### src/rtl/imm_decode_pipe.sv
// RV32/RV64 immediate decoder with a two-entry (output + skid) valid/ready pipeline.
// Decode is combinational at the input; results are registered with 1-cycle latency.
// in_ready comes straight from the skid valid flop, so there is no ready-to-ready path.
module imm_decode_pipe #(
   parameter int unsigned XLEN       = 32,   // 32 or 64
   parameter bit          SHAMT_ZEXT = 1'b1  // reduce OP-IMM shift immediates to zero-extended shamt
) (
   input  logic            clk,
   input  logic            rst,
   input  logic            in_valid,
   output logic            in_ready,
   input  logic [31:0]     iword,
   output logic            out_valid,
   input  logic            out_ready,
   output logic [XLEN-1:0] immediate,
   output logic [2:0]      fmt
);

   localparam logic [2:0] FMT_NONE = 3'd0;
   localparam logic [2:0] FMT_I    = 3'd1;
   localparam logic [2:0] FMT_S    = 3'd2;
   localparam logic [2:0] FMT_B    = 3'd3;
   localparam logic [2:0] FMT_U    = 3'd4;
   localparam logic [2:0] FMT_J    = 3'd5;

   localparam logic [6:0] OP_LOAD   = 7'b0000011;
   localparam logic [6:0] OP_IMM    = 7'b0010011;
   localparam logic [6:0] OP_IMM32  = 7'b0011011;
   localparam logic [6:0] OP_JALR   = 7'b1100111;
   localparam logic [6:0] OP_SYSTEM = 7'b1110011;
   localparam logic [6:0] OP_STORE  = 7'b0100011;
   localparam logic [6:0] OP_BRANCH = 7'b1100011;
   localparam logic [6:0] OP_AUIPC  = 7'b0010111;
   localparam logic [6:0] OP_LUI    = 7'b0110111;
   localparam logic [6:0] OP_JAL    = 7'b1101111;

   logic [6:0]      opcode;
   logic [2:0]      funct3;
   logic [2:0]      dec_fmt;
   logic [31:0]     dec_raw;
   logic [XLEN-1:0] dec_imm;

   logic            out_valid_q, out_valid_d;
   logic [XLEN-1:0] out_imm_q,   out_imm_d;
   logic [2:0]      out_fmt_q,   out_fmt_d;
   logic            skid_valid_q, skid_valid_d;
   logic [XLEN-1:0] skid_imm_q,  skid_imm_d;
   logic [2:0]      skid_fmt_q,  skid_fmt_d;

   assign opcode = iword[6:0];
   assign funct3 = iword[14:12];

   // Opcode -> format, format -> 32-bit immediate, sign-extend, then the shamt override.
   always_comb begin
      dec_fmt = FMT_NONE;
      dec_raw = 32'd0;
      dec_imm = '0;

      case (opcode)
         OP_LOAD, OP_IMM, OP_JALR, OP_SYSTEM: dec_fmt = FMT_I;
         OP_IMM32:          dec_fmt = (XLEN == 64) ? FMT_I : FMT_NONE;
         OP_STORE:          dec_fmt = FMT_S;
         OP_BRANCH:         dec_fmt = FMT_B;
         OP_AUIPC, OP_LUI:  dec_fmt = FMT_U;
         OP_JAL:            dec_fmt = FMT_J;
         default:           dec_fmt = FMT_NONE;
      endcase

      case (dec_fmt)
         FMT_I: dec_raw = {{20{iword[31]}}, iword[31:20]};
         FMT_S: dec_raw = {{20{iword[31]}}, iword[31:25], iword[11:7]};
         FMT_B: dec_raw = {{19{iword[31]}}, iword[31], iword[7], iword[30:25], iword[11:8], 1'b0};
         FMT_U: dec_raw = {iword[31:12], 12'd0};
         FMT_J: dec_raw = {{11{iword[31]}}, iword[31], iword[19:12], iword[20], iword[30:21], 1'b0};
         default: dec_raw = 32'd0;
      endcase

      dec_imm = XLEN'($signed(dec_raw));

      // Shift-immediate: funct3 001 (sll) or 101 (srl/sra); the funct7 bits are dropped.
      if (SHAMT_ZEXT && (dec_fmt == FMT_I) && ((opcode == OP_IMM) || (opcode == OP_IMM32))
          && (funct3[1:0] == 2'b01)) begin
         if ((opcode == OP_IMM) && (XLEN == 64)) begin
            dec_imm = XLEN'(iword[25:20]);
         end else begin
            dec_imm = XLEN'(iword[24:20]);
         end
      end
   end

   // Next state of the OUT/SKID pair: drain SKID first, otherwise accept into OUT or SKID.
   always_comb begin
      out_valid_d  = out_valid_q;
      out_imm_d    = out_imm_q;
      out_fmt_d    = out_fmt_q;
      skid_valid_d = skid_valid_q;
      skid_imm_d   = skid_imm_q;
      skid_fmt_d   = skid_fmt_q;

      if (skid_valid_q) begin
         // in_ready is low here, so the only possible event is OUT being consumed.
         if (out_valid_q && out_ready) begin
            out_imm_d    = skid_imm_q;
            out_fmt_d    = skid_fmt_q;
            skid_valid_d = 1'b0;
         end
      end else if (in_valid) begin
         if (!out_valid_q || out_ready) begin
            out_valid_d = 1'b1;
            out_imm_d   = dec_imm;
            out_fmt_d   = dec_fmt;
         end else begin
            skid_valid_d = 1'b1;
            skid_imm_d   = dec_imm;
            skid_fmt_d   = dec_fmt;
         end
      end else if (out_ready) begin
         out_valid_d = 1'b0;
      end
   end

   // State registers; synchronous reset wins over any handshake on the same edge.
   always_ff @(posedge clk) begin
      if (rst) begin
         out_valid_q  <= 1'b0;
         out_imm_q    <= '0;
         out_fmt_q    <= FMT_NONE;
         skid_valid_q <= 1'b0;
         skid_imm_q   <= '0;
         skid_fmt_q   <= FMT_NONE;
      end else begin
         out_valid_q  <= out_valid_d;
         out_imm_q    <= out_imm_d;
         out_fmt_q    <= out_fmt_d;
         skid_valid_q <= skid_valid_d;
         skid_imm_q   <= skid_imm_d;
         skid_fmt_q   <= skid_fmt_d;
      end
   end

   assign in_ready  = ~skid_valid_q;
   assign out_valid = out_valid_q;
   assign immediate = out_imm_q;
   assign fmt       = out_fmt_q;

endmodule

### config.mk
export PLATFORM = sky130hd
export DESIGN_NAME = imm_decode_pipe
export DESIGN_NICKNAME = d
export VERILOG_FILES = /design/src/rtl/imm_decode_pipe.sv
export SDC_FILE = /design/constraint.sdc
export NUM_CORES = 1
export LEC_CHECK = 0
export BUFFER_PORTS_ARGS = -buffer_cell sky130_fd_sc_hd__clkbuf_2
export CAP_MARGIN = 10
export CORE_MARGIN = 2
export CORE_UTILIZATION = 49
export CTS_CLUSTER_DIAMETER = 60
export DETAILED_ROUTE_END_ITERATION = 10
export HOLD_SLACK_MARGIN = 0.1
export PLACE_DENSITY = 0.76
export SETUP_SLACK_MARGIN = 0.02
export SLEW_MARGIN = 15
export SYNTH_ARGS = -nofsm -noshare
export SYNTH_HDL_FRONTEND = slang
export SYNTH_SLANG_ARGS = --single-unit
### constraint.sdc
create_clock -name clk -period 2.4 [get_ports clk]
set_input_delay 0.12 -clock clk [delete_from_list [all_inputs] [get_ports clk]]
set_output_delay 0.12 -clock clk [all_outputs]
set_load 0.05 [all_outputs]
==> flow_summary.json, run 1 <==
{
  "status": "complete, no violations",
  "synth_warnings": 0,
  "yosysSeqAreaShare_pct": 43.8,
  "power_density_nw_per_um2": 665,
  "dp_hpwl_mm": 5.82,
  "ys_async_sr_fraction_pct": 0,
  "dr.pass1.iters": 5,
  "setup_viol": 0,
  "ys_top_cells_by_count": "dfxtp_1, nand2_1, nor2_1",
  "crit_arrival_ns": 2.30,
  "worst_pin_slew_ns": 1.15,
  "path_class": "in2reg",
  "cp_max_fo": 11,
  "post_cts_buffers": 0,
  "finalHoldViolCount": 0,
  "fin_worst_skew_ns": 0.0107,
  "root_buffer": "clkbuf_8",
  "nets": 494,
  "synth_top_area_cell": "dfxtp_1",
  "vias": 3301,
  "via_per_inst": 6.12,
  "wl_mm": 8.87,
  "slew_headroom_pct": 23.1,
  "avgRoutedWirePerCell_um": 16.4,
  "grt_pass1_vias": 3039,
  "end_kind": "flop",
  "cts_tree": "done",
  "startpoint_type": "input port",
  "drc_errors": 0,
  "critical_path_required_ns": 2.61,
  "netlist_area_sq_um": 3290,
  "synth_nets": 409,
  "clockBufferDepth": 2,
  "clkSinkCount": 72,
  "ys_top_cells_by_area": "dfxtp_1, a311oi_1, nand2_1",
  "finalCriticalPeriod_ns": 2.09,
  "yosysUniqueCellTypes": 54,
  "synth_area_per_cell_sq_um": 8.84,
  "portBuffers": 72,
  "fin_area_sq_um": 4130,
  "placed_area_sq_um": 3780,
  "rsz0062_at_grt": "false",
  "coreArea_sq_um": 6420,
  "top_usage_layer": "met2",
  "ir_drop_uv": 265,
  "antenna_found_initial": 0,
  "yosysMostFrequentCell": "dfxtp_1",
  "cts_made_buffers": 9,
  "die_w_um": 85.9,
  "io_pins": 73,
  "grt_pass1_wl_mm": 14.5,
  "clkTransAtPathRegs_ns": 0.08,
  "max_clock_freq_mhz": 479,
  "synth_edf_count": 0,
  "clkLatencyLatePin_ns": 0.34,
  "start_util_pct": 51.2,
  "synth_cells": 372,
  "use_met1_pct": 32.8,
  "overflow": 0,
  "syn_to_final_growth_pct": 25.6,
  "synth_flop_cell": "dfxtp_1",
  "hold_ws_ns": 0.102,
  "ant_nets": 0,
  "grt_max_degree": 43,
  "synth_seq_cells": 72,
  "die_area_sq_um": 7380,
  "hold_path_class": "in2reg",
  "grt_usage_pct": 24.5,
  "met2_usage_pct": 39.3,
  "detail_route.iter0.violations": 207,
  "power_w": 0.00275,
  "fin_crit_sh_pct": 87.0,
  "cts_resized": 0,
  "finalCoreUtilization_pct": 64.3,
  "insertedDiodeCount": 0,
  "rows": 29,
  "drive_gt1_share_pct": 28.8,
  "die_y_um": 85.9,
  "drv_slew": 0,
  "synth_top_area_share_pct": 43.8,
  "met3_usage_pct": 3.27,
  "max_cap_violations": 0,
  "p_leak_nw": 1.68,
  "gp_congestion": 0.784,
  "h-tree-depth": 3
}
critical path, cell delays in order:
cell      delay [ns]
clkbuf_2        0.12
nand3b_1        0.22
nor3_4          0.21
inv_2           0.06
ha_1            0.21
or4_4           0.56
a21boi_4        0.19
and3_1          0.35
nand2_1         0.17
a311oi_1        0.10
path summary, 6_finish.rpt:
check	from	to	slack [ns]	cells after the start
setup / recovery	iword[3]	immediate[22]	0.31	10
hold / removal	iword[15]	skid_imm_q[15]	0.10	3
setup reg to reg	skid_valid_q	immediate[26]	0.32	6
hold reg to reg	skid_fmt_q[2]	skid_fmt_q[2]	0.46	2
cells by family after synthesis:
| kind of cell | Yosys count | share of synthesized area [%] |
|---|---|---|
| simple gates | 130 | 20.3 |
| compound gates | 127 | 29.6 |
| flops | 72 | 43.8 |
| buf+inv | 39 | 5.06 |
| xor+xnor | 2 | 0.533 |
| mux | 1 | 0.304 |
| fa+ha+maj | 1 | 0.380 |
sequential cells by signal, summed over array words and instances, names as in the netlist:
| signal | flops |
|---|---|
| skid_fmt_q | 3 |
| skid_valid_q | 1 |
| fmt | 3 |
| skid_imm_q | 32 |
| immediate | 32 |
| out_valid | 1 |
stage by stage:
stage | setup TNS [ns] | instances | setup slack (ns)
6_report | 0 | 539 | 0.313
5_1_grt | 0 | 539 | 0.128
4_1_cts | 0 | 539 | 0.319
3_5_place_dp | -0.349 | 509 | -0.0392
3_3_place_gp | 0 | 509 | 0.0251
2_1_floorplan | 0 | 372 | 0.0231
power breakdown:
part | internal [W] | total (W) | switching [W]
Sequential | 0.00124 | 0.00127 | 0.0000257
Clock | 0.000535 | 0.000989 | 0.000454
Combinational | 0.000146 | 0.000490 | 0.000344
layout make-up:
cell class                 count  area, sq um
clock buffer                  11          151
clock inverter                 5         53.8
fill                         522         2290
inverter                       5         18.8
multi-input combinational    261         1700
sequential                    72         1440
tap                           77         96.3
timing repair buffer         108          666
metal layers:
layer	routed length [um]	share of wire, %	vias up
met1	4030	45	1593
met3	450	5.1	15
met5	0	0	-
met2	4220	48	114
met4	169	1.9	0
li1	-	-	1579
cells in the final DEF (no fill, tap or decap), types with 2 or more instances in the layout:
| cell | instances |
|---|---|
| nand2b_1 | 3 |
| o2bb2ai_1 | 6 |
| inv_1 | 4 |
| nand3b_1 | 2 |
| a32oi_1 | 5 |
| clkbuf_2 | 72 |
| a21o_1 | 2 |
| a221oi_1 | 9 |
| a21oi_1 | 17 |
| clkbuf_8 | 11 |
| a22o_1 | 8 |
| a31oi_1 | 4 |
| a311oi_1 | 22 |
| dfxtp_1 | 72 |
| clkinv_2 | 3 |
| and3_1 | 9 |
| or3_1 | 14 |
| nor3_2 | 2 |
| a32o_1 | 6 |
| nand2_1 | 41 |
| a21oi_2 | 2 |
| nor3_1 | 9 |
| nor2_1 | 37 |
| dlygate4sd3_1 | 14 |
| o211ai_1 | 2 |
| o21ai_0 | 16 |
| a21o_2 | 8 |
| buf_4 | 22 |
| a211oi_1 | 9 |
what timing repair did:
item | CTS | global route
hold buffers | 14 | 0
endpoints found under the setup margin | 0 | 0
hold endpoints to repair | 30 | 0
Power figures use the tool's default switching activity.
==> inputs of run 2 (changes only) <==
--- a/config.mk
+++ b/config.mk
@@ -5,11 +5,11 @@
 export SDC_FILE = /design/constraint.sdc
 export NUM_CORES = 1
 export LEC_CHECK = 0
-export BUFFER_PORTS_ARGS = -buffer_cell sky130_fd_sc_hd__clkbuf_2
+export BUFFER_PORTS_ARGS = -buffer_cell sky130_fd_sc_hd__buf_2
 export CAP_MARGIN = 10
 export CORE_MARGIN = 2
 export CORE_UTILIZATION = 49
-export CTS_CLUSTER_DIAMETER = 60
+export CTS_CLUSTER_DIAMETER = 200
 export DETAILED_ROUTE_END_ITERATION = 10
 export HOLD_SLACK_MARGIN = 0.1
 export PLACE_DENSITY = 0.76
==> run 2 against run 1 <==
Clock-buffer cell count stayed put. Sequential power hardly changed. Sequential cell count stayed put. Cell area is 1.3% higher. Combinational power is 2% higher.
==> flow_summary.json, run 2 (same netlist as run 1, synthesis figures left out) <==
{
  "status": "complete, no violations",
  "mostFrequentLayoutCells": "dfxtp_1, buf_2, nand2_1",
  "drv_slew": 0,
  "antenna_found_initial": 0,
  "clkTransAtPathRegs_ns": 0.07,
  "cts_tree": "done",
  "startpoint_type": "input port",
  "grt_max_degree": 43,
  "grt_usage_pct": 25.1,
  "wl_mm": 8.96,
  "clockBufferDepth": 2,
  "clkSinkCount": 72,
  "max_clock_freq_mhz": 480,
  "finalCriticalPeriod_ns": 2.08,
  "rows": 29,
  "dr.pass1.iters": 4,
  "power_density_nw_per_um2": 658,
  "setup_viol": 0,
  "worstReg2RegEnd": "immediate[26]",
  "overflow": 0,
  "fin_crit_sh_pct": 86.7,
  "power_w": 0.00275,
  "p_clk_share_pct": 35.8,
  "cts_made_buffers": 9,
  "vias": 3272,
  "path_class": "in2reg",
  "rsz0062_at_grt": "false",
  "io_pins": 73,
  "dp_hpwl_mm": 5.82,
  "die_y_um": 85.9,
  "insertedDiodeCount": 0,
  "p_sw_share_pct": 29.8,
  "placed_area_sq_um": 3780,
  "drc_errors": 0,
  "worst_pin_slew_ns": 1.11,
  "h-tree-depth": 3,
  "cp_max_fo": 11,
  "critical_path_required_ns": 2.61,
  "whs_endpoint": "skid_valid_q",
  "worstHoldStart": "out_ready",
  "hold_ws_ns": 0.116,
  "p_int_w": 0.00193,
  "ir_drop_uv": 275,
  "p_sw_w": 0.000819,
  "finalHoldViolCount": 0,
  "start_util_pct": 51.2,
  "cts_resized": 0,
  "avgRoutedWirePerCell_um": 16.5,
  "max_cap_violations": 0,
  "r2r_slack_ns": 0.36,
  "end_kind": "flop",
  "die_area_sq_um": 7380,
  "p_comb_share_pct": 18.1,
  "detail_route.iter0.violations": 178,
  "slew_headroom_pct": 25.7,
  "dp_slack_ns": -0.0649,
  "fin_worst_skew_ns": 0.0138,
  "die_w_um": 85.9,
  "portBuffers": 72,
  "root_buffer": "clkbuf_8",
  "p_leak_nw": 1.71,
  "clkLatencyLatePin_ns": 0.35,
  "fin_area_sq_um": 4180,
  "coreArea_sq_um": 6420,
  "gp_congestion": 0.770,
  "seqPwrFrac_pct": 46.1,
  "grt_pass1_vias": 3113,
  "grt_pass1_wl_mm": 14.9,
  "nets": 499,
  "ant_nets": 0,
  "rr_startpoint": "skid_valid_q",
  "syn_to_final_growth_pct": 27.2,
  "drive_gt1_share_pct": 28.3,
  "hold_path_class": "in2reg",
  "via_per_inst": 6.01,
  "r2r_cells": 6,
  "setup_tns_ns": 0,
  "fin_ws_ns": 0.318,
  "hold_depth": 2,
  "crit_arrival_ns": 2.29
}
==> run 2: cell type report <==
class	instances	area (sq um)
fillers	530	2240
flip-flops and latches	72	1440
well taps	77	96.3
inverters	5	18.8
repair buffers	113	718
multi-input cells	261	1700
clock buffers	11	151
clock inverters	5	53.8
==> run 2: per-layer routing <==
metal,track usage (%),up-vias,share of wire (%)
met3,4.91,15,6.2
met5,0,-,0
met4,9.67,0,2.1
li1,-,1590,-
met2,39.7,113,49
met1,33.8,1554,43
==> run 2: critical path, cell delays in order <==
cell and delay [ns]:
buf_2 0.13, nand3b_1 0.22, nor3_4 0.21, inv_2 0.05
ha_1 0.21, or4_4 0.55, a21boi_4 0.18, and3_1 0.35
nand2_1 0.17, a311oi_1 0.10
==> run 2: worst max path at each step <==
stage	start	slack, ns	endpoint
3_3_place_gp	iword[3]	0.03	immediate[21]
5_1_grt	out_valid	0.12	immediate[20]
4_1_cts	iword[6]	0.30	immediate[26]
2_1_floorplan	iword[3]	0.02	skid_imm_q[20]
6_report	iword[3]	0.32	immediate[26]
3_5_place_dp	iword[6]	-0.06	immediate[26]
==> run 2: timing repair <==
item / CTS / global route
endpoints found under the hold margin: 38 / 0
hold buffers: 20 / 0
setup buffers: 0 / 0
==> run 2: power groups by stage <==
| stage | Sequential (W) | Combinational, W | Clock (W) |
|---|---|---|---|
| floorplan | 0.00143 | 0.000190 | 0 |
| global placement | 0.00129 | 0.000462 | 0 |
| detailed placement | 0.00129 | 0.000470 | 0 |
| CTS | 0.00127 | 0.000496 | 0.00100 |
| global route | 0.00127 | 0.000535 | 0.00106 |
| finish | 0.00127 | 0.000498 | 0.000984 |
==> run 2: through the flow <==
| step | util [%] | instances |
|---|---|---|
| after floorplan | - | 372 |
| after global placement | 58.8 | 508 |
| after detailed placement | 58.8 | 508 |
| after CTS | 65.1 | 544 |
| after global routing | 65.1 | 544 |
| final | 65.1 | 544 |
